**src/rtl/qdac_pkg.sv**
```systemverilog
// qdac_sequencer shared types and constants.
// Frame-pin reset levels live here so every stage agrees on them.
package qdac_pkg;

  typedef enum logic [2:0] {
    IDLE,
    CONV_RST,
    CONV_CODE,
    CONV_SETTLE,
    P_SETUP,
    P_PULSE,
    P_RECOVER
  } qdac_state_t;

  localparam int CODE_W_DEF       = 5;
  localparam int RST_CYCLES_DEF   = 4;
  localparam int SETTLE_W_DEF     = 8;
  localparam int SETUP_CYCLES_DEF = 2;
  localparam int PULSE_W_DEF      = 16;

  localparam logic DAC_RST_RV = 1'b1;
  localparam logic PROG_RV    = 1'b0;
  localparam logic RUN_RV     = 1'b1;
  localparam logic EN_RV      = 1'b0;

  function automatic int max2(input int a,
                              input int b);
    return (a > b) ? a : b;
  endfunction

endpackage

```
**src/rtl/qdac_phase_timer.sv**
```systemverilog
// Loadable down-counter shared by every timed phase.
// Holds at zero; expire flags the last cycle of a phase.
module qdac_phase_timer
  import qdac_pkg::*;
#(
  parameter int W = 16
) (
  input  logic         clk,
  input  logic         rst,
  input  logic         load,
  input  logic [W-1:0] load_val,
  output logic [W-1:0] value,
  output logic         expire
);

  always_ff @(posedge clk) begin
    if (rst) begin
      value <= '0;
    end else if (load) begin
      value <= load_val;
    end else if (value != '0) begin
      value <= value - 1'b1;
    end
  end

  assign expire = (value <= W'(1));

endmodule

```
**src/rtl/qdac_sequencer.sv**
```systemverilog
// Conversion / FG-programming sequencer for the QDAC frame pins.
// All pin outputs are registered from next-state values.
module qdac_sequencer
  import qdac_pkg::*;
#(
  parameter int CODE_W       = CODE_W_DEF,
  parameter int RST_CYCLES   = RST_CYCLES_DEF,
  parameter int SETTLE_W     = SETTLE_W_DEF,
  parameter int SETUP_CYCLES = SETUP_CYCLES_DEF,
  parameter int PULSE_W      = PULSE_W_DEF
) (
  input  logic                clk,
  input  logic                rst,
  input  logic                s_valid,
  output logic                s_ready,
  input  logic [CODE_W-1:0]   s_code,
  input  logic [SETTLE_W-1:0] s_settle,
  input  logic                p_valid,
  output logic                p_ready,
  input  logic [3:0]          p_drain,
  input  logic [1:0]          p_gate,
  input  logic [PULSE_W-1:0]  p_len,
  output logic                dac_rst,
  output logic [CODE_W-1:0]   dac_code,
  output logic [3:0]          drain_b,
  output logic                drain_en,
  output logic [1:0]          gate_b,
  output logic                gate_en,
  output logic                prog,
  output logic                run,
  output logic                busy,
  output logic                s_done,
  output logic                p_done
);

  localparam int TW = max2(
    max2(PULSE_W, SETTLE_W),
    max2($clog2(RST_CYCLES + 1),
         $clog2(SETUP_CYCLES + 1)));

  localparam logic [TW-1:0] RST_LD   =
    TW'(RST_CYCLES);
  localparam logic [TW-1:0] SETUP_LD =
    TW'(SETUP_CYCLES);
  localparam logic [TW-1:0] ONE_LD   =
    TW'(1);

  qdac_state_t state_q;
  qdac_state_t state_d;

  logic [CODE_W-1:0]   code_q;
  logic [SETTLE_W-1:0] settle_q;
  logic [3:0]          drain_q;
  logic [1:0]          gate_q;
  logic [PULSE_W-1:0]  len_q;

  logic          tmr_load;
  logic [TW-1:0] tmr_val;
  logic [TW-1:0] tmr_value;
  logic [TW-1:0] tmr_nxt;
  logic          tmr_expire;
  logic          tmr_last_d;

  logic [TW-1:0] settle_ld;
  logic [TW-1:0] len_ld;

  logic s_acc;
  logic p_acc;

  logic              dac_rst_d;
  logic [CODE_W-1:0] code_d;
  logic [3:0]        drain_d;
  logic [1:0]        gate_d;
  logic              den_d;
  logic              gen_d;
  logic              prog_d;
  logic              run_d;
  logic              busy_d;
  logic              s_done_d;
  logic              p_done_d;
  logic [3:0]        drain_lat;
  logic [1:0]        gate_lat;

  assign p_ready = (state_q == IDLE) && !rst;
  assign s_ready = (state_q == IDLE) && !p_valid
                   && !rst;

  assign p_acc = p_valid && p_ready;
  assign s_acc = s_valid && s_ready;

  // zero-length requests still get one cycle
  assign settle_ld = (settle_q == '0) ?
    ONE_LD : TW'(settle_q);
  assign len_ld = (len_q == '0) ?
    ONE_LD : TW'(len_q);

  qdac_phase_timer #(
    .W (TW)
  ) u_timer (
    .clk      (clk),
    .rst      (rst),
    .load     (tmr_load),
    .load_val (tmr_val),
    .value    (tmr_value),
    .expire   (tmr_expire)
  );

  always_comb begin : fsm_next
    state_d  = state_q;
    tmr_load = 1'b0;
    tmr_val  = '0;
    unique case (state_q)
      IDLE: begin
        if (p_acc) begin
          state_d  = P_SETUP;
          tmr_load = 1'b1;
          tmr_val  = SETUP_LD;
        end else if (s_acc) begin
          state_d  = CONV_RST;
          tmr_load = 1'b1;
          tmr_val  = RST_LD;
        end
      end
      CONV_RST: begin
        if (tmr_expire) begin
          state_d = CONV_CODE;
        end
      end
      CONV_CODE: begin
        state_d  = CONV_SETTLE;
        tmr_load = 1'b1;
        tmr_val  = settle_ld;
      end
      CONV_SETTLE: begin
        if (tmr_expire) begin
          state_d = IDLE;
        end
      end
      P_SETUP: begin
        if (tmr_expire) begin
          state_d  = P_PULSE;
          tmr_load = 1'b1;
          tmr_val  = len_ld;
        end
      end
      P_PULSE: begin
        if (tmr_expire) begin
          state_d  = P_RECOVER;
          tmr_load = 1'b1;
          tmr_val  = SETUP_LD;
        end
      end
      P_RECOVER: begin
        if (tmr_expire) begin
          state_d = IDLE;
        end
      end
      default: state_d = IDLE;
    endcase
  end

  // look one cycle ahead so done pulses land on
  // the last cycle of their phase
  assign tmr_nxt = tmr_load ? tmr_val :
    ((tmr_value != '0) ? tmr_value - 1'b1 : '0);
  assign tmr_last_d = (tmr_nxt <= ONE_LD);

  assign drain_lat = p_acc ? p_drain : drain_q;
  assign gate_lat  = p_acc ? p_gate  : gate_q;

  always_comb begin : out_next
    dac_rst_d = dac_rst;
    code_d    = dac_code;
    drain_d   = '0;
    gate_d    = '0;
    den_d     = 1'b0;
    gen_d     = 1'b0;
    prog_d    = 1'b0;
    run_d     = 1'b1;
    unique case (state_d)
      CONV_RST: begin
        dac_rst_d = 1'b1;
        code_d    = '0;
      end
      CONV_CODE, CONV_SETTLE: begin
        dac_rst_d = 1'b0;
        code_d    = code_q;
      end
      P_SETUP, P_RECOVER: begin
        dac_rst_d = 1'b1;
        code_d    = '0;
        drain_d   = drain_lat;
        gate_d    = gate_lat;
        prog_d    = 1'b1;
        run_d     = 1'b0;
      end
      P_PULSE: begin
        dac_rst_d = 1'b1;
        code_d    = '0;
        drain_d   = drain_lat;
        gate_d    = gate_lat;
        den_d     = 1'b1;
        gen_d     = 1'b1;
        prog_d    = 1'b1;
        run_d     = 1'b0;
      end
      default: ;
    endcase
    busy_d   = (state_d != IDLE);
    s_done_d = (state_d == CONV_SETTLE)
               && tmr_last_d;
    p_done_d = (state_d == P_RECOVER)
               && tmr_last_d;
  end

  always_ff @(posedge clk) begin
    if (rst) begin
      state_q  <= IDLE;
      dac_rst  <= DAC_RST_RV;
      dac_code <= '0;
      drain_b  <= '0;
      gate_b   <= '0;
      drain_en <= EN_RV;
      gate_en  <= EN_RV;
      prog     <= PROG_RV;
      run      <= RUN_RV;
      busy     <= 1'b0;
      s_done   <= 1'b0;
      p_done   <= 1'b0;
    end else begin
      state_q  <= state_d;
      dac_rst  <= dac_rst_d;
      dac_code <= code_d;
      drain_b  <= drain_d;
      gate_b   <= gate_d;
      drain_en <= den_d;
      gate_en  <= gen_d;
      prog     <= prog_d;
      run      <= run_d;
      busy     <= busy_d;
      s_done   <= s_done_d;
      p_done   <= p_done_d;
    end
  end

  always_ff @(posedge clk) begin
    if (rst) begin
      code_q   <= '0;
      settle_q <= '0;
      drain_q  <= '0;
      gate_q   <= '0;
      len_q    <= '0;
    end else begin
      if (s_acc) begin
        code_q   <= s_code;
        settle_q <= s_settle;
      end
      if (p_acc) begin
        drain_q <= p_drain;
        gate_q  <= p_gate;
        len_q   <= p_len;
      end
    end
  end

endmodule
```
**config.mk**
```make
export PLATFORM = sky130hd
export DESIGN_NAME = qdac_sequencer
export DESIGN_NICKNAME = d
export VERILOG_FILES = /design/src/rtl/qdac_pkg.sv /design/src/rtl/qdac_phase_timer.sv /design/src/rtl/qdac_sequencer.sv
export SDC_FILE = /design/constraint.sdc
export NUM_CORES = 1
export LEC_CHECK = 0
export BUFFER_PORTS_ARGS = -buffer_cell sky130_fd_sc_hd__buf_2
export CORE_MARGIN = 2
export CORE_UTILIZATION = 50
export CTS_CLUSTER_DIAMETER = 50
export DETAILED_ROUTE_END_ITERATION = 8
export GPL_ROUTABILITY_DRIVEN = 0
export PLACE_DENSITY = 0.76
export SKIP_CTS_REPAIR_TIMING = 1
export SLEW_MARGIN = 15
export SYNTH_ARGS = -nofsm -noshare
export SYNTH_HDL_FRONTEND = slang
export SYNTH_SLANG_ARGS = --single-unit
```
**constraint.sdc**
```tcl
create_clock -name clk -period 2.2 [get_ports clk]
set_input_delay 0.44 -clock clk [delete_from_list [all_inputs] [get_ports clk]]
set_output_delay 0.44 -clock clk [all_outputs]
set_load 0.1 [all_outputs]
```
; Word level (Yosys, flattened, before mapping)
; Index checks and enable logic that the tools add are counted.
[word_totals]
inputBits = 39
word_cells = 84
out_inout_bits = 21
ff_bits = 72
[op_classes]
addsub = 1
n_eq_ne = 12
n_bitwise = 1
magnitude_cmp = 2
muxes = 29
n_reduce_logical = 22
[op_table]
columns = op, n
row1 = 2-to-1 mux 16 bit, 6
row2 = one-hot mux 16 bit (4 select lines), 1
row3 = <= comparator 16 x 1 -> 1 bit (second input constant), 2
row4 = 2-to-1 mux 3 bit, 8
row5 = equality test 3 bit (second input constant), 6
row6 = one-hot mux 3 bit (6 select lines), 1
row7 = logical NOT 16 bit, 1
row8 = nonzero test 16 bit, 1
row9 = subtractor 16 x 1 -> 16 bit (second input constant), 1
row10 = equality test 3 x 2 -> 1 bit (second input constant), 4
row11 = one-hot mux 5 bit (2 select lines), 1
row12 = logical NOT 8 bit, 1
row13 = 2-to-1 mux 8 bit, 1
row14 = OR reduction 2 bit, 4
row15 = logical AND 1 bit, 7
row16 = equality test 3 x 1 -> 1 bit (second input constant), 2
row17 = 2-to-1 mux 1 bit, 6
row18 = 2-to-1 mux 2 bit, 2
row19 = 2-to-1 mux 4 bit, 1
row20 = nonzero test 2 bit, 2
row21 = OR reduction 4 bit, 1
row22 = logical NOT 3 bit, 1
row23 = one-hot mux 1 bit (3 select lines), 1
row24 = nonzero test 3 bit, 1
row25 = 4 further kinds, 5

; Longest topological paths before layout
; Gate-level depths: netlist (run 1).
[depth]
ltp_word = 11
depth_mapped = 10
depth_no_buf = 9

; Modules after synthesis
; A second synthesis (run 1) with hierarchy kept.
[hier_totals]
hier_cells = 431
area_unflattened_um2 = 3465.8
[by_module_without_submodules]
columns = module, seq_area_each_um2, area_each_um2, n_inst, cells_per_inst
row1 = qdac_sequencer, 1121.1, 2529.9, 1, 316
row2 = qdac_phase_timer, 320.3, 935.9, 1, 115

; Worst setup path after synthesis (run 1)
; No wires, ideal clock.
[synth_timing]
path_type = reg2out
from = register state_q[2]
to = output s_ready
stages_incl_launch_ff = 4
required_ns = 1.760
n_path_buf = 1
slack_ns = -3.466
t_arrival_ns = 5.226
cell_sequence = dfxtp_1 -> clkbuf_1 -> nor4_1 -> nor2b_1
[synth_via]
elab_chain_cells = 3
[synth_lines]
columns = element, line_no
row1 = "start, declared", qdac_sequencer.sv:48  ; qdac_state_t state_q;
row2 = "start signal, assigned", qdac_sequencer.sv:231  ; state_q <= state_d;
row3 = logical NOT 3 bit, qdac_sequencer.sv:85  ; assign s_ready = (state_q == IDLE) && !p_valid
row4 = logical AND 1 bit, qdac_sequencer.sv:85
row5 = logical AND 1 bit, qdac_sequencer.sv:86  ; && !rst;
row6 = "end, declared", qdac_sequencer.sv:15  ; output logic s_ready,
; No other way between the ends.

; Worst setup path in the final report (run 1)
[layout_timing]
from = register u_timer.value[1]
to = register s_done
[layout_via]
elab_chain_cells = 6
word_cells_on_any_way = 18
cone_classes = 1 x add/sub / 2 x order compare / 1 x eq/ne / 12 x mux / 2 x reduce/logical
[layout_lines]
columns = element, line_no
row1 = "start, declared", qdac_phase_timer.sv:12  ; output logic [W-1:0] value,
row2 = "start signal, assigned", qdac_phase_timer.sv:20  ; value <= load_val;
row3 = "start signal, assigned", qdac_phase_timer.sv:22  ; value <= value - 1'b1;
row4 = <= comparator 16 x 1 -> 1 bit, qdac_phase_timer.sv:26  ; assign expire = (value <= W'(1));
row5 = "2-to-1 mux 16 bit, or another cell as far along", qdac_sequencer.sv:140  ; if (tmr_expire) begin
row6 = one-hot mux 16 bit (4 select lines) / one-hot mux 1 bit (3 select lines) (equally long branches), qdac_sequencer.sv:112  ; unique case (state_q)
row7 = 2-to-1 mux 16 bit, qdac_sequencer.sv:164  ; assign tmr_nxt = tmr_load ? tmr_val :
row8 = <= comparator 16 x 1 -> 1 bit, qdac_sequencer.sv:166  ; assign tmr_last_d = (tmr_nxt <= ONE_LD);
row9 = logical AND 1 bit (*), qdac_sequencer.sv:211  ; && tmr_last_d;
row10 = "end signal, assigned", qdac_sequencer.sv:241  ; s_done <= s_done_d;
row11 = "end, declared", qdac_sequencer.sv:32  ; output logic s_done,
; Mark *: on every way between the ends. The rest lies on a longest branch, timed or not.
; A chain may end at the register's enable or synchronous reset.

==> summary.md, run 1 <==
| Metric | Value |
|---|---|
| CTS buffer count | `9` |
| Hold WS | `around 0.26 ns` |
| Count leader, synth | `dfxtp_1` |
| Max-slew headroom | `62.9%` |
| Antenna Nets Post-Route | `0` |
| Async S/R FF share, synth | `0%` |
| Root Driver | `clkbuf_8` |
| Fmax | `0.406 GHz` |
| WS Path Type | `flop to flop` |
| CTS H-tree lvls | `3` |
| Clock power share | `between 10% and 20%` |
| Distinct cells, synth | `just over 50` |
| Number of flops mapped to enable cells by yosys | `0` |
| Mapped Nets | `about 420` |
| Core footprint | `6280 sq um` |
| Maximum vdd drop | `748 uV` |
| Skew-Pair Late Insertion Delay | `between 0.3 and 0.4 ns` |
| Post-DR wirelength/cell | `17.7 um` |
| Diodes inserted | `0` |
| Hold Path Sink | `len_q[8]` |
| Starting density of the core | `51.1%` |
| CTS max path bufs | `2` |
| Vias/cell | `5.87` |
| Post-route cell area | `4540 sq um` |
| Net Sw Frac | `43.9%` |
| Post-Synthesis Cells | `380` |
| Max-capacitance violation count | `0` |
| Gate power share | `slightly above 60%` |
| First DRT Iteration DRCs | `352` |
| Mapped Area | `3210 sq um` |
| Setup crit start kind | `flop` |
| Drt total wl | `10300 um` |
| DP Area | `4060 sq um` |
| Yosys warns | `0` |
| Psw | `approximately 3300 uW` |
| # setup viols final | `12` |
| Synth top cells by count | `dfxtp_1, nand2_1, nor2_1` |
| Final net count | `544` |
| R2R Path End | `s_done` |
| Synthesized area per cell | `8.45 sq um` |
| Synthesis-to-finish area growth | `41.6%` |
| Tmin final | `2.46 ns` |
| Slew @ Worst Pin | `around 0.56 ns` |
| Leakage power total | `0.00202 uW` |
| Synth area leaders | `dfxtp_1, nand2_1, nor2_1` |
| # IOs | `60` |
| Reg power frac | `a little under a quarter` |
| Type of the most critical hold path | `input port to flop` |
| Data required, critical path | `2.48 ns` |
| Failing checks | `setup timing` |
| Ys flop type | `dfxtp_1` |
| PortBufs | `59` |
| R2r worst-path depth | `10` |
| Internal power | `4290 uW` |
| DRT Pass-1 Iters | `5` |
| Flops & latches, synth | `~70` |
| RR Startpoint | `u_timer.value[1]` |
| Chip width | `84.1 um` |
| First-pass GRT wire length | `15000 um` |
| Largest net degree at the start of global routing | `58` |
| Sequential share of the synthesized area | `44.9%` |
| Total gr overflow | `0` |
| Die Footprint | `between 7000 and 8000 sq um` |
| Clock Sinks | `72` |
| Vias in the first global route | `3206` |
| Arr. time, crit path | `2.74 ns` |
| Slew Limit Fails | `0` |
| Die H | `84.1 um` |
| Crit. End Element | `flop` |
| DRC errors left | `0` |
| Critical path peak fanout | `4` |
| GRT Overall Usage | `26.6%` |
| Clk_skew | `0.00798 ns` |
| HPWL Detailed | `6460 um` |
| FF-to-FF setup slack | `-0.26 ns` |
| Hold Vio Cnt, Final | `0` |
| Top-area cell type share of the netlist area | `~45%` |
| Initial antenna violation count | `0` |
| CTS tree | `done` |
| Status | `finished with violations` |
| Period Utilization, post-route | `112%` |
| Worst Hold Path Cells | `3` |
| Setup ws final | `-0.263 ns` |
| Min-delay src | `p_len[8]` |
| Share of cells above drive strength 1 | `between 30% and 40%` |
| Rows | `29` |
| RSZ-0062 raised after global routing | `yes` |
| CTS clk-pin slew, worst paths | `around 0.08 ns` |
| Via count | `3434` |
| Largest area contributor in the netlist | `dfxtp_1` |
| Power per cell area | `1680 nW/um^2` |
==> how the worst max path moves through the flow <==
stage	from	to	slack, ns
detailed placement	u_timer.value[1]	s_done	-0.33
CTS	u_timer.value[1]	s_done	-0.35
finish	u_timer.value[1]	s_done	-0.26
floorplan	rst	s_ready	-0.59
global route	u_timer.value[8]	p_done	-0.33
global placement	u_timer.value[0]	p_done	-0.19
==> cells in the final DEF (no fill, tap or decap), types with 4 or more instances in the layout <==
cell type  instances
buf_4             66
nand2_1           65
dfxtp_1           65
buf_2             57
nor2_1            40
a21oi_1           29
nand3b_1          17
o21ai_0           10
clkbuf_8           9
nor3_1             8
inv_1              7
nor4_1             7
o21a_1             7
buf_6              7
nand3_1            6
xnor2_1            6
mux2i_1            6
dfxtp_2            6
nand4_1            5
a31oi_1            5
nor4_4             4
xor2_1             4
or4_4              4
a22oi_1            4
==> state kept, by name, indices dropped and copies added, names as in the netlist <==
name and cells:
busy 1, code_q 5, dac_code 5, dac_rst 1, drain_b 4, drain_q 4, gate_b 2, gate_en 1
gate_q 2, len_q 16, p_done 1, prog 1, run 1, s_done 1, settle_q 8, state_q 3
u_timer.value 16
==> cell families after synthesis <==
family,Yosys count,synth area share [%]
AND/OR/NAND/NOR,184,30.2
XOR/XNOR,12,3.27
flip-flops,72,44.9
adder cells (fa/ha/maj),2,0.780
AO/OA/AOI/OAI,76,15.4
multiplexers,6,1.87
buffers and inverters,28,3.63
==> metal layers <==
metal | GRT usage [%] | routed length, um
met1 | 32.4 | 4180
met2 | 44.7 | 5010
met3 | 7.62 | 748
met4 | 9.68 | 396
met5 | 0 | 0
==> worst max-delay path, stage by stage (launching register included) <==
cell      delay, ns
dfxtp_2        0.36
inv_1          0.07
ha_1           0.20
buf_4          0.17
o211ai_1       0.42
nor4_4         0.09
buf_4          0.16
and3_1         0.21
a211oi_2       0.26
nand4_1        0.16
nor4_1         0.27
==> power by group through the flow <==
stage / clock, uW / combinational, uW / sequential [uW]
3_5_place_dp: 0 / 3790 / 1770
6_report: 1200 / 4630 / 1800
2_1_floorplan: 0 / 2110 / 1990
3_3_place_gp: 0 / 3700 / 1750
5_1_grt: 1260 / 4910 / 1830
4_1_cts: 1210 / 3850 / 1750
==> stage by stage <==
step | setup WS, ns | TNS (ns) | util (%) | total power [uW] | cells
CTS | -0.346 | -1.96 | 68.3 | 6810 | 577
global placement | -0.193 | -0.916 | 64.7 | 5460 | 561
detailed placement | -0.327 | -1.34 | 64.7 | 5560 | 561
global route | -0.335 | -2.89 | 72.4 | 7990 | 585
finish | -0.263 | -0.979 | 72.4 | 7640 | 585
floorplan | -0.589 | -17.97 | - | 4090 | 380
==> area by class of cell <==
cell class | count | area (sq um)
tap | 77 | 96.3
sequential | 72 | 1450
timing repair buffer | 132 | 900
multi-input combinational | 280 | 1840
clock buffer | 9 | 124
inverter | 8 | 30.0
clock inverter | 7 | 103
fill | 436 | 1730
No activity file was read; power rests on OpenSTA's default activity.
==> run 2: changes to the inputs <==
CORE_UTILIZATION = 54   (was 50)
PLACE_DENSITY = 0.78   (was 0.76)
clock period = 3.1 ns   (was 2.2 ns; I/O delays follow)
==> run 2 against run 1 <==
The run now ends clean. Largest cell class unchanged. Critical endpoint is now dac_code[0]. Sequential power shrank 28%. Combinational power shrank 56%. Final area shrank 16%. Routed wire length shrank 25%. Highest routed layer unchanged.
==> summary.md, run 2 (synthesis results as in run 1) <==
| Metric | Value |
|---|---|
| Status | `completed (was finished with violations)` |
| Max incr delay on CP | `0.62 ns (was 0.42 ns)` |
| # setup viols final | `0 (was 12)` |
| Tmin final | `2.74 ns (was 2.46 ns)` |
| FF-to-FF setup slack | `0.36 ns (was -0.26 ns)` |
| Hold Vio Cnt, Final | `0 (unchanged)` |
| Maximum vdd drop | `534 uV (was 748 uV)` |
| Total power | `4170 uW (was 7640 uW)` |
| First DRT Iteration DRCs | `243 (was 352)` |
| Worst Hold Path Cells | `3 (unchanged)` |
| Die H | `81.1 um (was 84.1 um)` |
| CTS H-tree lvls | `3 (unchanged)` |
| Clk_skew | `0.00801 ns (was 0.00798 ns)` |
| Clock Sinks | `72 (unchanged)` |
| Drt total wl | `7700 um (was 10300 um)` |
| Non-Filler Instances | `520 (was 585)` |
| First-pass GRT wire length | `13000 um (was 15000 um)` |
| WP buf/inv | `0 (was 3)` |
| Starting density of the core | `55.2% (was 51.1%)` |
| DP Worst Slack | `0.468 ns (was -0.327 ns)` |
| Power per cell area | `1090 nW/um^2 (was 1680 nW/um^2)` |
| CTS buffer count | `9 (unchanged)` |
| Initial antenna violation count | `0 (unchanged)` |
| Slew @ Worst Pin | `0.699 ns (was 0.557 ns)` |
| Antenna Nets Post-Route | `0 (unchanged)` |
| Vias/cell | `5.79 (was 5.87)` |
| Stages on the worst setup path | `7 (was 10)` |
| Most frequent cells in the layout | `dfxtp_1, nand2_1, buf_2 (was buf_4, nand2_1, dfxtp_1)` |
| Synthesis-to-finish area growth | `19.5% (was 41.6%)` |
| Post-DR wirelength/cell | `14.8 um (was 17.7 um)` |
| Die Footprint | `6580 sq um (was 7080 sq um)` |
| # IOs | `60 (unchanged)` |
| Fmax | `0.364 GHz (was 0.406 GHz)` |
| Crit. End Element | `flop (unchanged)` |
| Slew Limit Fails | `0 (unchanged)` |
| Setup crit start kind | `flop (unchanged)` |
| Critical path peak fanout | `8 (was 4)` |
| Period Utilization, post-route | `88.5% (was 112%)` |
| CTS clk-pin slew, worst paths | `0.08 ns (about the same)` |
| Arr. time, crit path | `3.03 ns (was 2.74 ns)` |
| Psw | `1860 uW (was 3350 uW)` |
| Gate power share | `49.1% (was 60.6%)` |
| Skew-Pair Late Insertion Delay | `0.35 ns (was 0.37 ns)` |
| DRT Pass-1 Iters | `5 (unchanged)` |
| PortBufs | `59 (unchanged)` |
| Total gr overflow | `0 (unchanged)` |
| Critical Path Slowest Stage Cell | `nor3_1 (was o211ai_1)` |
| DP Area | `3610 sq um (was 4060 sq um)` |
| CTS max path bufs | `2 (unchanged)` |
| Share of cells above drive strength 1 | `23.4% (was 37.6%)` |
| Leakage power total | `0.00166 uW (was 0.00202 uW)` |
| Data required, critical path | `3.38 ns (was 2.48 ns)` |
| HPWL Detailed | `5580 um (was 6460 um)` |
| Worst path cell trace | `nor4_2, o2111ai_2, o31ai_1, a21oi_4, nor3_1, a22oi_1, nor2_1 (was inv_1, ha_1, buf_4, o211ai_1, nor4_4, buf_4, and3_1, a211oi_2, nand4_1, nor4_1)` |
| DRC errors left | `0 (unchanged)` |
| Type of the most critical hold path | `input port to flop (unchanged)` |
| Hold WS | `0.451 ns (was 0.256 ns)` |
| Placed cell count | `504 (was 561)` |
| Internal power | `2310 uW (was 4290 uW)` |
| Max-slew headroom | `53.0% (was 62.9%)` |
| Post-route cell area | `3830 sq um (was 4540 sq um)` |
| Via count | `3009 (was 3434)` |
| Core footprint | `5820 sq um (was 6280 sq um)` |
| Final net count | `481 (was 544)` |
| GRT Overall Usage | `25.5% (was 26.6%)` |
| Root Driver | `clkbuf_8 (unchanged)` |
| Reg power frac | `31.0% (was 23.6%)` |
| Largest net degree at the start of global routing | `39 (was 58)` |
| Diodes inserted | `0 (unchanged)` |
| Max-capacitance violation count | `0 (unchanged)` |
| R2r worst-path depth | `7 (was 10)` |
| RSZ-0062 raised after global routing | `no (was yes)` |
| WS Path Type | `flop to flop (unchanged)` |
| CTS tree | `done (unchanged)` |
| Clock power share | `20.0% (was 15.8%)` |
| Chip width | `81.1 um (was 84.1 um)` |
| Setup ws final | `0.356 ns (was -0.263 ns)` |
| Net Sw Frac | `44.6% (was 43.9%)` |
| # fillers | `513 (was 436)` |
| Commonest non-fill, non-tap cell in the layout | `dfxtp_1 (was buf_4)` |
| Vias in the first global route | `2761 (was 3206)` |
| Rows | `28 (was 29)` |
| Cell family with most CP delay | `simple AND/OR/NAND/NOR gates (unchanged)` |
| Biggest regs | `len_q: 16 flops, u_timer.value: 16 flops, settle_q: 8 flops (unchanged)` |
run 2: cell type report:
| type | count | area, sq um | share of cell area, % |
|---|---|---|---|
| tap | 75 | 93.8 | 2.45 |
| inverter | 8 | 30.0 | 0.783 |
| clock buffer | 9 | 124 | 3.23 |
| multi-input combinational | 280 | 1670 | 43.7 |
| timing repair buffer | 69 | 370 | 9.66 |
| sequential | 72 | 1440 | 37.6 |
| clock inverter | 7 | 101 | 2.64 |
run 2: worst min-delay path: stages:
cell	delay [ns]
buf_2	0.07
nand2_1	0.04
nand2_1	0.04
run 2: final timing paths:
path / end / from
min: len_q[10] / p_len[10]
max: dac_code[0] / u_timer.value[13]
max reg2reg: dac_code[0] / u_timer.value[13]
min reg2reg: settle_q[0] / settle_q[0]
run 2: power by group through the flow:
stage	Combinational, uW	Clock, uW	Sequential (uW)
after floorplan	1470	0	1410
after CTS	2020	842	1280
after global routing	2240	888	1320
after global placement	1970	0	1300
final	2050	833	1290
after detailed placement	2000	0	1300
run 2: layer usage:
layer	vias up	wire length (um)	GRT usage [%]	part of all wire, %
li1	1469	-	-	-
met2	125	3520	38.6	46
met1	1397	3450	35.5	45
met4	0	145	10.0	1.9
met5	-	0	0	0
met3	18	581	5.67	7.5
run 2: metrics by stage:
stage	TNS, ns	util, %
6_report	0	65.9
5_1_grt	0	65.9
4_1_cts	0	65.9
3_5_place_dp	0	62.1
3_3_place_gp	0	62.1
2_1_floorplan	-0.0508	-
